`config.mk`:
```
export PLATFORM = sky130hd
export DESIGN_NAME = quadenc_game_ctrl
export DESIGN_NICKNAME = d
export VERILOG_FILES = /design/src/rtl/quadenc_game_pkg.sv /design/src/rtl/quadenc_lfsr.sv /design/src/rtl/quadenc_game_ctrl.sv
export SDC_FILE = /design/constraint.sdc
export NUM_CORES = 1
export LEC_CHECK = 0
export CAP_MARGIN = 20
export CORE_MARGIN = 2
export CORE_UTILIZATION = 59
export CTS_CLUSTER_SIZE = 40
export DETAILED_ROUTE_END_ITERATION = 6
export GPL_TIMING_DRIVEN = 0
export PLACE_DENSITY = 0.84
export SLEW_MARGIN = 20
export SYNTH_ARGS = -nofsm -noshare
export SYNTH_HDL_FRONTEND = slang
export SYNTH_SLANG_ARGS = --single-unit
```
`constraint.sdc`:
```
create_clock -name clk_in -period 3 [get_ports clk_in]
set_input_delay 0.45 -clock clk_in [delete_from_list [all_inputs] [get_ports clk_in]]
set_output_delay 0.45 -clock clk_in [all_outputs]
set_load 0.02 [all_outputs]
```
`src/rtl/quadenc_game_pkg.sv`:
```
// Shared encodings and defaults for the position-targeting game sequencer.
// Pure definitions; no timing or flow control of its own.
package quadenc_game_pkg;

    typedef enum logic [1:0] {
        ST_IDLE = 2'd0,
        ST_PLAY = 2'd1,
        ST_HOLD = 2'd2,
        ST_DONE = 2'd3
    } game_state_t;

    // Fibonacci taps for x^8+x^6+x^5+x^4+1 on a left-shifting register
    localparam logic [7:0] LFSR_TAPS     = 8'hB8;
    localparam logic [7:0] LFSR_SEED_DEF = 8'hA5;

    localparam int HOLD_CYC_DEF = 8;
    localparam int TIME_CYC_DEF = 1024;

    function automatic logic [7:0] lfsr_next(input logic [7:0] cur);
        return {cur[6:0], ^(cur & LFSR_TAPS)};
    endfunction

endpackage

```
`src/rtl/quadenc_lfsr.sv`:
```
// Free-running 8-bit maximal LFSR, exposes its low OUT_W bits.
// Advances every cycle out of reset; no stall input.
module quadenc_lfsr
    import quadenc_game_pkg::*;
#(
    parameter logic [7:0] SEED  = LFSR_SEED_DEF,
    parameter int         OUT_W = 4
) (
    input  logic             clk,
    input  logic             rst,
    output logic [OUT_W-1:0] rnd
);

    logic [7:0] state;

    always_ff @(posedge clk or posedge rst) begin
        if (rst) begin
            state <= SEED;
        end else begin
            state <= lfsr_next(state);
        end
    end

    assign rnd = state[OUT_W-1:0];

endmodule

```
`src/rtl/quadenc_game_ctrl.sv`:
```
// Encoder game: saturating position, random target, dwell-to-win with a round timeout.
// Registered outputs, decisions act on last cycle's pos/target; step pulses are never stalled.
module quadenc_game_ctrl
    import quadenc_game_pkg::*;
#(
    parameter int         POS_W     = 4,
    parameter int         HOLD_CYC  = HOLD_CYC_DEF,
    parameter int         TIME_CYC  = TIME_CYC_DEF,
    parameter int         SCORE_W   = 8,
    parameter logic [7:0] LFSR_SEED = LFSR_SEED_DEF
) (
    input  logic               clk_in,
    input  logic               rst_in,
    input  logic               start_in,
    input  logic               cw_in,
    input  logic               acw_in,
    output logic [POS_W-1:0]   pos_out,
    output logic [POS_W-1:0]   target_out,
    output logic [1:0]         state_out,
    output logic [SCORE_W-1:0] score_out,
    output logic               win_out,
    output logic               timeout_out,
    output logic               busy_out
);

    localparam int TIMER_W = $clog2(TIME_CYC);
    localparam int HOLD_W  = $clog2(HOLD_CYC + 1);
    localparam logic [POS_W-1:0] POS_MAX = {POS_W{1'b1}};

    game_state_t        state;
    logic [POS_W-1:0]   pos;
    logic [POS_W-1:0]   pos_nxt;
    logic [POS_W-1:0]   target;
    logic [POS_W-1:0]   rnd;
    logic [TIMER_W-1:0] timer;
    logic [HOLD_W-1:0]  hold;
    logic [SCORE_W-1:0] score;
    logic               on_target;
    logic               win_now;
    logic               time_up;

    quadenc_lfsr #(
        .SEED  (LFSR_SEED),
        .OUT_W (POS_W)
    ) u_lfsr (
        .clk (clk_in),
        .rst (rst_in),
        .rnd (rnd)
    );

    always_comb begin
        pos_nxt = pos;
        if (cw_in && !acw_in && pos != POS_MAX) begin
            pos_nxt = pos + 1'b1;
        end else if (acw_in && !cw_in && pos != '0) begin
            pos_nxt = pos - 1'b1;
        end
    end

    assign on_target = (pos == target);
    assign win_now   = (state == ST_HOLD) && on_target && (hold == HOLD_W'(HOLD_CYC - 1));
    assign time_up   = (timer == TIMER_W'(TIME_CYC - 1));

    always_ff @(posedge clk_in or posedge rst_in) begin
        if (rst_in) begin
            state       <= ST_IDLE;
            pos         <= '0;
            target      <= '0;
            timer       <= '0;
            hold        <= '0;
            score       <= '0;
            win_out     <= 1'b0;
            timeout_out <= 1'b0;
            busy_out    <= 1'b0;
        end else begin
            win_out     <= 1'b0;
            timeout_out <= 1'b0;
            case (state)
                ST_IDLE: begin
                    if (start_in) begin
                        state    <= ST_PLAY;
                        timer    <= '0;
                        hold     <= '0;
                        busy_out <= 1'b1;
                        // Nudge the target off the current position so a round never starts already won
                        target   <= (rnd == pos) ? (rnd ^ POS_W'(1)) : rnd;
                    end
                end
                ST_PLAY, ST_HOLD: begin
                    pos   <= pos_nxt;
                    timer <= timer + 1'b1;
                    if (win_now) begin
                        state    <= ST_DONE;
                        win_out  <= 1'b1;
                        busy_out <= 1'b0;
                        if (score != {SCORE_W{1'b1}}) begin
                            score <= score + 1'b1;
                        end
                    end else if (time_up) begin
                        state       <= ST_DONE;
                        timeout_out <= 1'b1;
                        busy_out    <= 1'b0;
                    end else if (state == ST_PLAY) begin
                        if (on_target) begin
                            state <= ST_HOLD;
                            hold  <= '0;
                        end
                    end else if (on_target) begin
                        hold <= hold + 1'b1;
                    end else begin
                        state <= ST_PLAY;
                        hold  <= '0;
                    end
                end
                ST_DONE: begin
                    state <= ST_IDLE;
                end
                default: begin
                    state <= ST_IDLE;
                end
            endcase
        end
    end

    assign pos_out    = pos;
    assign target_out = target;
    assign state_out  = state;
    assign score_out  = score;

endmodule
```
==> results.cfg, run 1 <==
[global_route]
antenna_found_initial = 0
track_usage = 0.2348
grt_overflow_total = 0
grt_pass1_vias = 1718
grt_pass1_wl_mm = 7.500
grt_max_degree = 30

[finish]
multi_input_area_um2 = 1007
drive_gt1_frac = 0.1212
area_growth_pct = 18.44
mostFrequentLayoutCells = dfrtp_1 (39), clkdlybuf4s50_1 (25), xnor2_1 (21), nand2_1 (17), nor2_1 (13)
fillers = 251
seqCellArea_um2 = 1081
nets = 245
num_antenna_cells = 0
final_area_um2 = 2547
final_common_cell = dfrtp_1

[logic_synthesis]
ys.flop_type = dfrtp_1
synthesis.nets = 212
yosysSeqAreaShare = 0.5026
synth-seq-cells = 43
synth_edf_count = 0
synth_area_per_cell_um2 = 10.92
synth_warnings = 0
async_flop_share = 1.000
syn_inst = 197
syn-cell-area_um2 = 2151
ys_types = 42

[setup_path]
crit_type = flip-flop to flip-flop
path_max_fanout = 10
worst_ep_required_time_ns = 3.25
cp-start-kind = flip-flop
worst_setup_path_end_kind = flip-flop
critical_path_arrival_ns = 2.61

[sta]
setup-tns-final_ns = 0
finalCritPeriodShare = 0.7861
rsz0062_at_grt = false
timing.fmax_ghz = 0.4241
slew_viol_final = 0
post-route-min-period_ns = 2.358
fin_skew_ns = 0.01388
setup_ws_ns = 0.6418
maxSlewHeadroom = 0.6515
hold_viol = 0
setup_viol = 0
worstMarginPinSlew_ns = 0.5081
hold_ws_ns = 0.3521

[worst_hold_path]
hp-class = input pin to async pin

[placement]
port_buffers = 25
post-place-ws_ns = 0.6475
gp_congestion = 0.7913
postPlaceCellArea_um2 = 2479
post-dp-hpwl_mm = 3.064

[floorplan]
die_x_um = 64.38
rows = 21
pin_count = 26
start_util = 0.6297
die_y_um = 64.38
core_area_um2 = 3416
dieArea_um2 = 4144

[power_and_ir_drop]
powerDensity_nw_per_um2 = 784.0
leakagePower_nw = 1.154
peakVddDrop_v = 0.0004784
fin_total_pwr_w = 0.001997

[clock_tree]
htree_levels = 2
cts_buffers = 5
clock_path_buffers = 2
hold_buffers = 0
cts_resized = 0
clk_pin_slew_ns = 0.12
clock-root-buffer = clkbuf_4
postCtsSetupRepairBufs = 0
clk_latency_ns = 0.36
cts_tree = yes
clock-sinks = 43

[drt]
wire_per_inst_um = 14.99
drc = 0
dr_total_vias = 1617
wirelength_mm = 4.153
vias_per_cell = 5.838
first_pass_iters = 4
drtAntennaViolNets = 0
drtIter0Drc = 146

[outcome]
status = complete, no violations

[flow_run]
cap_violations = 0
==> stage by stage <==
| stage | instances | util |
|---|---|---|
| after global routing | 277 | 0.7458 |
| after global placement | 268 | 0.7198 |
| after CTS | 277 | 0.7458 |
| after floorplan | 197 | - |
| after detailed placement | 269 | 0.7256 |
| final | 277 | 0.7458 |
==> critical path: stages, from the launching register on <==
cell and delay, ns:
dfrtp_1 0.42, inv_1 0.10, ha_1 0.36, clkbuf_1 0.40
nand2_1 0.13, nor3_2 0.44, mux2_2 0.40
==> flip-flops by register name, indices dropped and copies added (netlist names) <==
register,flops
timer,10
score_out,8
timeout_out,1
win_out,1
busy_out,1
pos_out,4
u_lfsr.state,8
hold,4
state_out,2
target_out,4
==> routing by layer <==
layer  vias to the layer above  share of wire  track usage
li1                        754              -            -
met5                         -              0            0
met3                        13          0.045      0.07394
met4                         0          0.023       0.1011
met2                        47           0.51       0.3945
met1                       803           0.42       0.2765
==> kinds of logic (layout without fill, tap and decap cells) <==
| kind of cell | after synthesis | in the layout | share of synthesized area |
|---|---|---|---|
| AND/OR/NAND/NOR | 66 | 66 | 0.1623 |
| flip-flops | 43 | 43 | 0.5026 |
| AO/OA/AOI/OAI | 27 | 27 | 0.08028 |
| XOR/XNOR | 26 | 26 | 0.1059 |
| buffers and inverters | 14 | 48 | 0.02908 |
| multiplexers | 11 | 11 | 0.05817 |
| adder cells (fa/ha/maj) | 10 | 10 | 0.06167 |
==> synthesized netlist by cell type, types with 2 or more instances <==
library cell | n | area (um^2)
nor2_1 | 13 | 48.80
dfrtp_1 | 39 | 975.9
o21ai_0 | 12 | 60.06
nor3_1 | 4 | 20.02
and3_1 | 3 | 18.77
dfstp_2 | 4 | 105.1
mux2i_1 | 2 | 20.02
xnor2_1 | 21 | 183.9
inv_1 | 9 | 33.78
and4_1 | 3 | 26.28
ha_1 | 9 | 112.6
a21oi_1 | 5 | 25.02
nand2_1 | 17 | 63.81
clkbuf_1 | 2 | 7.510
nand3_1 | 7 | 35.03
mux2_2 | 7 | 78.83
xor2_1 | 5 | 43.79
a21o_1 | 2 | 15.01
or3_1 | 2 | 12.51
nand4_1 | 9 | 56.30
==> power by group <==
part	internal, W	total, W	switching (W)
Sequential	0.000658	0.000754	0.0000965
Combinational	0.000398	0.000925	0.000527
Clock	0.000138	0.000318	0.000180
==> final cells by class <==
| class | instances | share of cell area |
|---|---|---|
| timing repair buffer | 26 | 0.1061 |
| tap | 46 | 0.02259 |
| clock buffer | 8 | 0.02701 |
| multi-input combinational | 140 | 0.3954 |
| inverter | 9 | 0.01326 |
| buffer | 5 | 0.01130 |
| sequential | 43 | 0.4244 |
==> worst paths after layout <==
check / slack, ns / cells past startpoint / startpoint / endpoint
setup / recovery: 0.64 / 6 / state_out[1] / score_out[1]
hold / removal: 0.35 / 2 / rst_in / state_out[1]
setup reg to reg: 0.64 / 6 / state_out[1] / score_out[1]
hold reg to reg: 0.37 / 0 / u_lfsr.state[6] / u_lfsr.state[7]
max in group asynchronous: 2.11 / 3 / rst_in / u_lfsr.state[2]
min in group clk_in: 0.37 / 0 / u_lfsr.state[6] / u_lfsr.state[7]
No activity file was read; power rests on OpenSTA's default activity.
==> run 2: changes to the inputs <==
Settings changed: CORE_UTILIZATION 59 to 55, PLACE_DENSITY 0.84 to 0.79.
Clock period 3 ns to 2.2 ns, I/O delays scaled along.
==> results.cfg, run 2 (synthesis results as in run 1) <==
[outcome]
status = complete, no violations

[sta]
timing.fmax_ghz = 0.4718
setup_viol = 0
rsz0062_at_grt = true
slew_viol_final = 0
maxSlewHeadroom = 0.7286
worstMarginPinSlew_ns = 0.4043
post-route-min-period_ns = 2.119
setup_ws_ns = 0.08052
fin_skew_ns = 0.006942
hold_viol = 0
setup-tns-final_ns = 0
hold_ws_ns = 0.3132
finalCritPeriodShare = 0.9634

[drt]
drtAntennaViolNets = 0
vias_per_cell = 5.439
drc = 0
drtIter0Drc = 121
wire_per_inst_um = 14.52
dr_total_vias = 1523
wirelength_mm = 4.065
first_pass_iters = 4

[finish]
largest_register_ffs = 10
fin_cells = 280
final_area_um2 = 2640
area_growth_pct = 22.75
mostFrequentLayoutCells = dfrtp_1 (39), clkdlybuf4s50_1 (25), xnor2_1 (19), nand2_1 (17), nor2_1 (13)
num_antenna_cells = 0
regMostFlops = timer
nets = 246
drive_gt1_frac = 0.1552
final_common_cell = dfrtp_1

[power_and_ir_drop]
p_comb_frac = 0.439
sw_frac_of_total = 0.3781
internal-power_w = 0.001846
power_switching_w = 0.001122
sequentialPowerShare = 0.347
leakagePower_nw = 1.197
clock_power_share = 0.214
powerDensity_nw_per_um2 = 1125
peakVddDrop_v = 0.0007306

[setup_path]
r2r_setup_slack_ns = 0.08
critical_path_arrival_ns = 2.31
critPathLaunch = pos_out[3]
worst_ep_required_time_ns = 2.39
worst_setup_path_end_kind = flip-flop
rr_startpoint = pos_out[3]
cp-start-kind = flip-flop
crit_type = flip-flop to flip-flop
path_max_fanout = 6

[placement]
dp_cells = 271
post-place-ws_ns = -0.09212
post-dp-hpwl_mm = 2.864
gp_congestion = 0.8355
port_buffers = 25
postPlaceCellArea_um2 = 2481

[floorplan]
start_util = 0.5788
dieArea_um2 = 4427
core_area_um2 = 3716
pin_count = 26
die_y_um = 66.54
die_x_um = 66.54
rows = 22

[clock_tree]
clock_path_buffers = 2
clk_pin_slew_ns = 0.08
cts_buffers = 5
clock-sinks = 43
cts_tree = yes
clock-root-buffer = clkbuf_8
hold_buffers = 0
htree_levels = 2
clk_latency_ns = 0.30

[global_route]
grt_max_degree = 28
grt_pass1_vias = 1568
track_usage = 0.2107
grt_pass1_wl_mm = 6.955
antenna_found_initial = 0
grt_overflow_total = 0

[worst_hold_path]
hp-class = input pin to async pin

[flow_run]
cap_violations = 0
run 2: worst paths after layout:
| path | endpoint | cells past startpoint |
|---|---|---|
| hold / removal | timer[9] | 2 |
| min in group clk_in | u_lfsr.state[7] | 0 |
| setup reg to reg | state_out[0] | 7 |
| setup / recovery | state_out[0] | 7 |
| hold reg to reg | u_lfsr.state[7] | 0 |
| max in group asynchronous | u_lfsr.state[0] | 3 |
run 2: repair_timing:
action | CTS | global route
endpoints found under the setup margin | 7 | 7
gates resized for setup | 2 | 9
buffers inserted | 0 | 1
pin swaps | 0 | 1
run 2: area by class of cell:
cell class	instances	area (um^2)
flip-flops and latches	43	1081
fillers	276	1076
multi-input cells	140	1035
repair buffers	27	277.8
clock buffers	6	82.58
well taps	48	60.06
clock inverters	2	35.03
plain buffers	5	35.03
inverters	9	33.78
run 2: metal layers:
metal,part of all wire,vias to the layer above,routed length [um],GRT usage
met3,0.032,6,131,0.06250
li1,-,755,-,-
met4,0.015,0,62,0.08929
met5,0,-,0,0
met2,0.49,22,1994,0.3325
met1,0.46,740,1876,0.2698
run 2: critical path, stage by stage, from the launching register on:
cell and delay [ns]:
dfrtp_1 0.39, clkbuf_2 0.18, xnor2_2 0.19, and4_4 0.24, buf_6 0.12, mux2_4 0.30, a32oi_2 0.24, mux2_1 0.35
run 2: per-stage QoR:
stage / util / total power (W)
2_1_floorplan: - / 0.001922
3_3_place_gp: 0.6623 / 0.002240
3_5_place_dp: 0.6677 / 0.002282
5_1_grt: 0.7104 / 0.003182
4_1_cts: 0.7013 / 0.002937
6_report: 0.7104 / 0.002969
run 2: power groups by stage:
stage	registers [W]	logic [W]	clock network [W]
6_report	0.00103	0.00130	0.000636
5_1_grt	0.00105	0.00145	0.000686
4_1_cts	0.00103	0.00125	0.000655
3_5_place_dp	0.00105	0.00124	0
3_3_place_gp	0.00104	0.00120	0
2_1_floorplan	0.00109	0.000832	0
